--- src/rtl/irq_controller_pkg.sv ---
// Shared definitions for the interrupt controller: register offsets, FSM states
// and the fixed-priority helper.
package irq_controller_pkg;

  localparam logic [1:0]  IRQ_PENDING_OFF = 2'd0;
  localparam logic [1:0]  IRQ_ENABLE_OFF  = 2'd1;
  localparam logic [1:0]  IRQ_OVERRUN_OFF = 2'd2;
  localparam logic [1:0]  IRQ_CURRENT_OFF = 2'd3;

  // Window base seen by the system bus decoder; offsets above select within it.
  localparam logic [63:0] IRQ_BASE        = 64'h0000_0000_0001_0000;

  typedef enum logic [1:0] {
    IRQ_IDLE    = 2'd0,
    IRQ_PRESENT = 2'd1,
    IRQ_RELEASE = 2'd2
  } irq_state_e;

  // Index of the lowest set bit; callers gate the result with |v.
  function automatic logic [3:0] lowest_set(input logic [15:0] v);
    lowest_set = 4'd0;
    for (int i = 15; i >= 0; i--) begin
      if (v[i]) lowest_set = 4'(i);
    end
  endfunction

endpackage

--- src/rtl/irq_sync_edge.sv ---
// Per-source synchroniser with a history flop for rising-edge detection.
module irq_sync_edge
  import irq_controller_pkg::*;
#(
  parameter int SYNC_STAGES = 2
) (
  input  logic clk,
  input  logic reset_n,
  input  logic i_async,
  output logic o_level,
  output logic o_rise
);

  logic [SYNC_STAGES-1:0] r_sync;
  logic                   r_hist;

  always_ff @(posedge clk or negedge reset_n) begin
    if (!reset_n) begin
      r_sync <= '0;
      r_hist <= 1'b0;
    end else begin
      r_sync <= {r_sync[SYNC_STAGES-2:0], i_async};
      r_hist <= r_sync[SYNC_STAGES-1];
    end
  end

  assign o_level = r_sync[SYNC_STAGES-1];
  assign o_rise  = r_sync[SYNC_STAGES-1] & ~r_hist;

endmodule

--- src/rtl/irq_controller.sv ---
// N-source interrupt controller: pending/overrun state, fixed-priority arbitration,
// vector presentation FSM and a four-register bus window.
module irq_controller
  import irq_controller_pkg::*;
#(
  parameter int                 NUM_SRC     = 8,
  parameter int                 VEC_W       = 4,
  parameter logic [NUM_SRC-1:0] EDGE_MASK   = '1,
  parameter logic [NUM_SRC-1:0] ENABLE_RST  = NUM_SRC'(1),
  parameter int                 SYNC_STAGES = 2
) (
  input  logic               clk,
  input  logic               reset_n,
  input  logic [NUM_SRC-1:0] irq_src,
  input  logic [1:0]         reg_addr,
  input  logic               reg_we,
  input  logic               reg_re,
  input  logic [63:0]        reg_wdata,
  output logic [63:0]        reg_rdata,
  output logic [VEC_W-1:0]   interrupt_vector,
  input  logic               interrupt_ack,
  output logic               interrupt_pending
);

  logic [NUM_SRC-1:0] w_level, w_rise, w_masked, w_clr, w_pend_nxt;
  logic [NUM_SRC-1:0] w_ovr_set, w_ovr_w1c, w_ack_clr, w_pend_w1c;
  logic [NUM_SRC-1:0] r_pending, r_enable, r_overrun;
  logic [3:0]         w_win, r_idx, w_idx_nxt;
  logic [VEC_W-1:0]   r_vec, w_vec_nxt;
  irq_state_e         r_state, w_state_nxt;
  logic               r_irq_pend;
  logic [63:0]        r_rdata;
  logic               w_unused;

  genvar gi;
  generate
    for (gi = 0; gi < NUM_SRC; gi++) begin : g_src
      irq_sync_edge #(.SYNC_STAGES(SYNC_STAGES)) u_sync (
        .clk     (clk),
        .reset_n (reset_n),
        .i_async (irq_src[gi]),
        .o_level (w_level[gi]),
        .o_rise  (w_rise[gi])
      );
    end
  endgenerate

  assign w_masked   = r_pending & r_enable;
  assign w_win      = lowest_set(16'(w_masked));
  assign w_ack_clr  = (r_state == IRQ_PRESENT && interrupt_ack) ? (NUM_SRC'(1) << r_idx) : '0;
  assign w_pend_w1c = (reg_we && reg_addr == IRQ_PENDING_OFF) ? reg_wdata[NUM_SRC-1:0] : '0;
  assign w_ovr_w1c  = (reg_we && reg_addr == IRQ_OVERRUN_OFF) ? reg_wdata[NUM_SRC-1:0] : '0;
  // Level sources follow their synced input and cannot be cleared; a new edge beats any clear.
  assign w_clr      = (w_ack_clr | w_pend_w1c) & EDGE_MASK;
  assign w_ovr_set  = w_rise & r_pending & ~w_clr & EDGE_MASK;
  assign w_pend_nxt = (((r_pending & ~w_clr) | w_rise) & EDGE_MASK) | (w_level & ~EDGE_MASK);
  assign w_unused   = ^reg_wdata[63:NUM_SRC];

  always_ff @(posedge clk or negedge reset_n) begin
    if (!reset_n) begin
      r_pending  <= '0;
      r_overrun  <= '0;
      r_enable   <= ENABLE_RST;
      r_irq_pend <= 1'b0;
      r_rdata    <= '0;
    end else begin
      r_pending  <= w_pend_nxt;
      r_overrun  <= (r_overrun & ~w_ovr_w1c) | w_ovr_set;
      r_irq_pend <= |w_masked;
      if (reg_we && reg_addr == IRQ_ENABLE_OFF) r_enable <= reg_wdata[NUM_SRC-1:0];
      // A simultaneous write takes the bus cycle; read data then holds.
      if (reg_re && !reg_we) begin
        unique case (reg_addr)
          IRQ_PENDING_OFF: r_rdata <= 64'(r_pending);
          IRQ_ENABLE_OFF:  r_rdata <= 64'(r_enable);
          IRQ_OVERRUN_OFF: r_rdata <= 64'(r_overrun);
          IRQ_CURRENT_OFF: r_rdata <= 64'(r_vec);
        endcase
      end
    end
  end

  always_ff @(posedge clk or negedge reset_n) begin
    if (!reset_n) begin
      r_state <= IRQ_IDLE;
      r_vec   <= '0;
      r_idx   <= '0;
    end else begin
      r_state <= w_state_nxt;
      r_vec   <= w_vec_nxt;
      r_idx   <= w_idx_nxt;
    end
  end

  // RELEASE re-arbitrates directly so the deasserted vector lasts exactly one cycle.
  always_comb begin
    w_state_nxt = r_state;
    w_vec_nxt   = r_vec;
    w_idx_nxt   = r_idx;
    unique case (r_state)
      IRQ_IDLE, IRQ_RELEASE: begin
        if (|w_masked) begin
          w_state_nxt = IRQ_PRESENT;
          w_idx_nxt   = w_win;
          w_vec_nxt   = VEC_W'(w_win) + VEC_W'(1);
        end else begin
          w_state_nxt = IRQ_IDLE;
          w_vec_nxt   = '0;
        end
      end
      IRQ_PRESENT: begin
        if (interrupt_ack) begin
          w_state_nxt = IRQ_RELEASE;
          w_vec_nxt   = '0;
        end
      end
      default: begin
        w_state_nxt = IRQ_IDLE;
        w_vec_nxt   = '0;
      end
    endcase
  end

  assign interrupt_vector  = r_vec;
  assign interrupt_pending = r_irq_pend;
  assign reg_rdata         = r_rdata;

endmodule
--- config.mk ---
export PLATFORM = sky130hd
export DESIGN_NAME = irq_controller
export DESIGN_NICKNAME = d
export VERILOG_FILES = /design/src/rtl/irq_controller_pkg.sv /design/src/rtl/irq_sync_edge.sv /design/src/rtl/irq_controller.sv
export SDC_FILE = /design/constraint.sdc
export NUM_CORES = 1
export LEC_CHECK = 0
export CORE_MARGIN = 2
export CORE_UTILIZATION = 45
export CTS_BUF_LIST = sky130_fd_sc_hd__clkbuf_4 sky130_fd_sc_hd__clkbuf_8
export DETAILED_ROUTE_END_ITERATION = 7
export GPL_TIMING_DRIVEN = 1
export PLACE_DENSITY = 0.84
export REMOVE_ABC_BUFFERS = 1
export SLEW_MARGIN = 20
export SYNTH_ARGS = -nofsm -noshare
export SYNTH_HDL_FRONTEND = slang
export SYNTH_SLANG_ARGS = --single-unit
--- constraint.sdc ---
create_clock -name clk -period 2.4 [get_ports clk]
set_input_delay 0.6 -clock clk [delete_from_list [all_inputs] [get_ports clk]]
set_output_delay 0.6 -clock clk [all_outputs]
set_load 0.02 [all_outputs]
---- Word-level counts from Yosys, hierarchy flattened ----
Index checks and enable logic that the tools add are counted.
operators by class
  add/sub/neg operators ................... 1
  equality and inequality tests ........... 6
  shift-type cells ........................ 1
  multiplexer cells ....................... 18
  bitwise operators ....................... 26
  reductions and logical operators ........ 11
operators by type and width
  cell                                                  number
  one-hot mux 64 bit (4 select lines)                   1
  bitwise AND 8 bit                                     5
  2-to-1 mux 3 bit                                      8
  2-to-1 mux 8 bit                                      3
  OR 8 bit                                              3
  inverter 8 bit                                        2
  bitwise AND 1 bit                                     8
  2-to-1 mux 4 bit                                      2
  inverter 1 bit                                        8
  one-hot mux 4 bit (2 select lines)                    1
  OR reduction 8 bit                                    1
  left shift 1 x 4 -> 8 bit (first input constant)      1
  equality test 2 bit (second input constant)           3
  logical AND 1 bit                                     5
  adder 4 x 1 -> 4 bit (second input constant)          1
  equality test 2 x 1 -> 1 bit (second input constant)  2
  zero test 2 bit                                       2
  one-hot mux 2 bit (2 select lines)                    1
  2-to-1 mux 2 bit                                      1
  inequality test 2 bit (second input constant)         1
  AND reduction 2 bit                                   1
  OR reduction 2 bit                                    1
  zero test 1 bit                                       1
  2-to-1 mux 1 bit                                      1
storage, ports and cells
  flip-flop bits (word level) ............. 123
  word-level logic and storage cells ...... 87

---- Longest topological paths before layout ----
  depth in word-level cells ............... 12
  mapped depth ............................ 6

---- Hierarchy ----
A second synthesis with hierarchy kept.
unflattened totals
  cells, all modules ...................... 261
  area, all modules ....................... 3129.3 sq um
modules (own cells, without submodules)
  module          instances  cells each  area an instance (sq um)  sequential area each (sq um)
  irq_controller  1          229         2418.6                    1052.3
  irq_sync_edge   8          4           88.8                      75.1

---- Least setup slack after synthesis ----
No wires, ideal clock.
  kind .................................... input port to flip-flop
  from .................................... input port reg_addr[0]
  to ...................................... register r_rdata[2], in the netlist reg_rdata[2]
  arrival ................................. 1471 ps
  path slack .............................. 804 ps
  stages on the path ...................... 3
  path buffers ............................ 1
  path through ............................ buf_6 > mux4_2 > mux2_2
between the ends
  word-level cells in the longest chain between the ends .. 2
  elaborated cells between the ends (all ways) .. 5
RTL lines
  what                                               RTL line              source
  start, declared                                    irq_controller.sv:15  input logic [1:0] reg_addr,
  equality test 2 bit, or another cell as far along  irq_controller.sv:73  unique case (reg_addr)
  one-hot mux 64 bit (4 select lines) (*)            irq_controller.sv:73
  end signal, assigned                               irq_controller.sv:74  IRQ_PENDING_OFF: r_rdata <= 64'(r_pending);
  end signal, assigned                               irq_controller.sv:75  IRQ_ENABLE_OFF: r_rdata <= 64'(r_enable);
  end signal, assigned                               irq_controller.sv:76  IRQ_OVERRUN_OFF: r_rdata <= 64'(r_overrun);
  end, declared                                      irq_controller.sv:32  logic [63:0] r_rdata;
Mark *: on every way between the ends. The rest lies on a longest branch, timed or not. The select of a mux whose other input is x is not followed.
A chain may end at the register's enable or synchronous reset.

---- Final worst setup path ----
  from .................................... register r_vec[2], in the netlist interrupt_vector[2]
  to ...................................... output port interrupt_vector[2]
RTL lines
  what                    RTL line              source
  start, declared         irq_controller.sv:29  logic [VEC_W-1:0] r_vec, w_vec_nxt;
  start signal, assigned  irq_controller.sv:90  r_vec <= w_vec_nxt;
  end, declared           irq_controller.sv:20  output logic [VEC_W-1:0] interrupt_vector,
No word-level cell between the ends.

==> metrics.cfg <==
[status]
status = finished clean

[die]
core_area_mm2 = 0.006681
die_h_um = 86.45
die-area_mm2 = 0.007474
pin_count = 148
die_w_um = 86.45
fp-row-count = 30
start_util_pct = 45.79

[cts]
clk-insertion-delay-late_ps = 350
root_buffer = clkbuf_8
cts_resized = 0
clock-sinks = 66
cts_hold_buf = 0
clk_path_buf_depth = 2
clk_pin_slew_worst_paths_ps = 80
htree_levels = 3
cts_setup_buffers = 0
cts_buffers = 9
cts_tree = yes

[setup_path]
path_delay_family = buffers and inverters
critPathSlowestCell = clkdlybuf4s50_1
crit_fanout = 3
critical_path.cell_chain = clkdlybuf4s50_1
crit_type = reg -> out
end_kind = output pin
critPathLaunch = interrupt_vector[2]
arrival_ps = 1390
slowest_delay_ps = 630
path_buf_inv = 1
cp-start-kind = flop
critPathRequiredTime_ps = 1800
r2r-start = r_pending[6]

[global_routing]
grt_pass1_vias = 1771
grt_overflow = 0
grt_start_max_net_pins = 67
grt.total_usage_pct = 15.70
antenna_found_initial = 0
grt_pass1_wl_mm = 8.659

[drt]
wirelength_mm = 5.468
drc = 0
via_per_inst = 4.707
antenna_left = 0
dr.pass1.iters = 4
vias = 1911
wl_per_cell_um = 13.47
dr.first_iter.drc_count = 105

[sta]
setup_viol = 0
finalCritPeriodShare_pct = 82.92
finalSetupTns_ps = 0
maxSlewViolCount = 0
fmax_mhz = 502.5
min_period_ps = 1990
slew_headroom_pct = 64.24
clock_skew_ps = 7.310
finalHoldViolCount = 0
worstMarginPinSlew_ps = 535.3
rsz0062_at_grt = false

[logic_synthesis]
yosys_register_bits = 66
synthFlopType = dfrtp_1
synth-async-reset-ratio_pct = 100.0
synth_edf_count = 0
synth_cells = 276
avgSynthCellArea_um2 = 11.08
yosysWarnings = 0
synth-seq-area-share_pct = 54.03
netlist_area_mm2 = 0.003059
yosysUniqueCellTypes = 38

[power_and_ir_drop]
max-vdd-ir-drop_mv = 0.4339
power.density_mw_per_mm2 = 1016
leakagePower_nw = 1.609

[final_layout]
final_util_pct = 53.20
drive_above_1_share_pct = 12.88
mostFrequentLayoutCells = dfrtp_1 (65), conb_1 (56), nand2_1 (41), clkdlybuf4s50_1 (34), o21ai_0 (30)
syn2layout_area_growth_pct = 16.20
postLayoutCellArea_mm2 = 0.003555
final_common_cell = dfrtp_1
final_nets = 401
antenna_cells = 0

[placed_design]
hpwlAfterDp_mm = 3.816
portBuffers = 35
place_congestion = 0.9281
postPlaceCellArea_mm2 = 0.003306

[flow_run]
cap_violations = 0

[min_path]
hold_path.class = in -> async

-- worst paths after layout --
path                                                   to  slack (ps)  depth (start not counted)
min in group clk                g_src[2].u_sync.r_sync[1]         350                          0
worst min-delay path                         reg_rdata[3]         250                          2
worst max register to register        interrupt_vector[1]         700                          5
worst max-delay path                  interrupt_vector[2]         410                          1
worst min register to register  g_src[2].u_sync.r_sync[1]         350                          0
max in group asynchronous                     r_enable[0]        1840                          2
-- kinds of logic (layout without fill, tap and decap cells) --
kind of cell	Yosys count	count (layout)	synth area share [%]
multiplexers	14	14	6.708
other	1	56	0.1226
adder cells (fa/ha/maj)	1	1	0.4089
buffers and inverters	70	65	15.99
AND/OR/NAND/NOR	70	70	11.08
AO/OA/AOI/OAI	53	53	11.37
XOR/XNOR	1	1	0.2864
flip-flops	66	66	54.03
-- power by group --
| group | internal, mW | total [mW] | leakage, nW | switching, mW |
|---|---|---|---|---|
| clock network | 0.701 | 1.16 | 0.124 | 0.462 |
| logic | 0.423 | 0.918 | 0.726 | 0.495 |
| registers | 1.33 | 1.53 | 0.759 | 0.206 |
-- final cells by class --
type	count	area (µm²)
Clock buffer	9	123.9
Sequential cell	66	1653
Multi-Input combinational cell	195	1124
Timing Repair Buffer	40	395.4
Inverter	9	33.78
Clock inverter	7	125.1
Tap cell	80	100.1
Fill cell	594	3127
-- metrics by stage --
stage	total power, mW	setup slack [ps]	hold WS (ps)	cells
finish	3.611	410.0	253.9	406
global route	3.795	302.1	287.8	406
CTS	3.629	389.1	260.8	406
detailed placement	2.451	92.28	334.7	390
global placement	2.408	130.8	332.5	390
floorplan	2.097	962.0	304.4	270
-- Yosys cell counts, types with 2 or more instances --
library cell / instances / area, µm²
buf_6: 2 / 22.52
o21ai_0: 30 / 150.1
dfrtp_1: 65 / 1627
mux2i_1: 4 / 40.04
o211ai_1: 7 / 52.55
buf_4: 56 / 420.4
nand2b_1: 12 / 75.07
inv_1: 9 / 33.78
nor2_1: 5 / 18.77
o311ai_2: 2 / 32.53
and3b_2: 2 / 20.02
mux2_4: 2 / 30.03
a21oi_1: 5 / 25.02
nand2_1: 41 / 153.9
a22o_1: 2 / 17.52
mux4_2: 4 / 90.09
nand3_1: 3 / 15.01
clkbuf_1: 2 / 7.510
mux2_2: 4 / 45.04
-- flip-flops by register name, indices dropped and copies added (netlist names) --
name,flops
r_overrun,8
r_state,2
r_idx,3
g_src.u_sync.r_hist,8
interrupt_vector,4
r_pending,8
reg_rdata,8
g_src.u_sync.r_sync,16
r_enable,8
interrupt_pending,1
-- layer usage --
metal | vias up | GRT usage (%) | share of wire, %
li1 | 913 | - | -
met1 | 916 | 19.62 | 42
met2 | 71 | 24.34 | 50
met3 | 11 | 5.619 | 6.1
met4 | 0 | 7.528 | 2.0
met5 | - | 0 | 0
(Power assumes the default switching activity.)
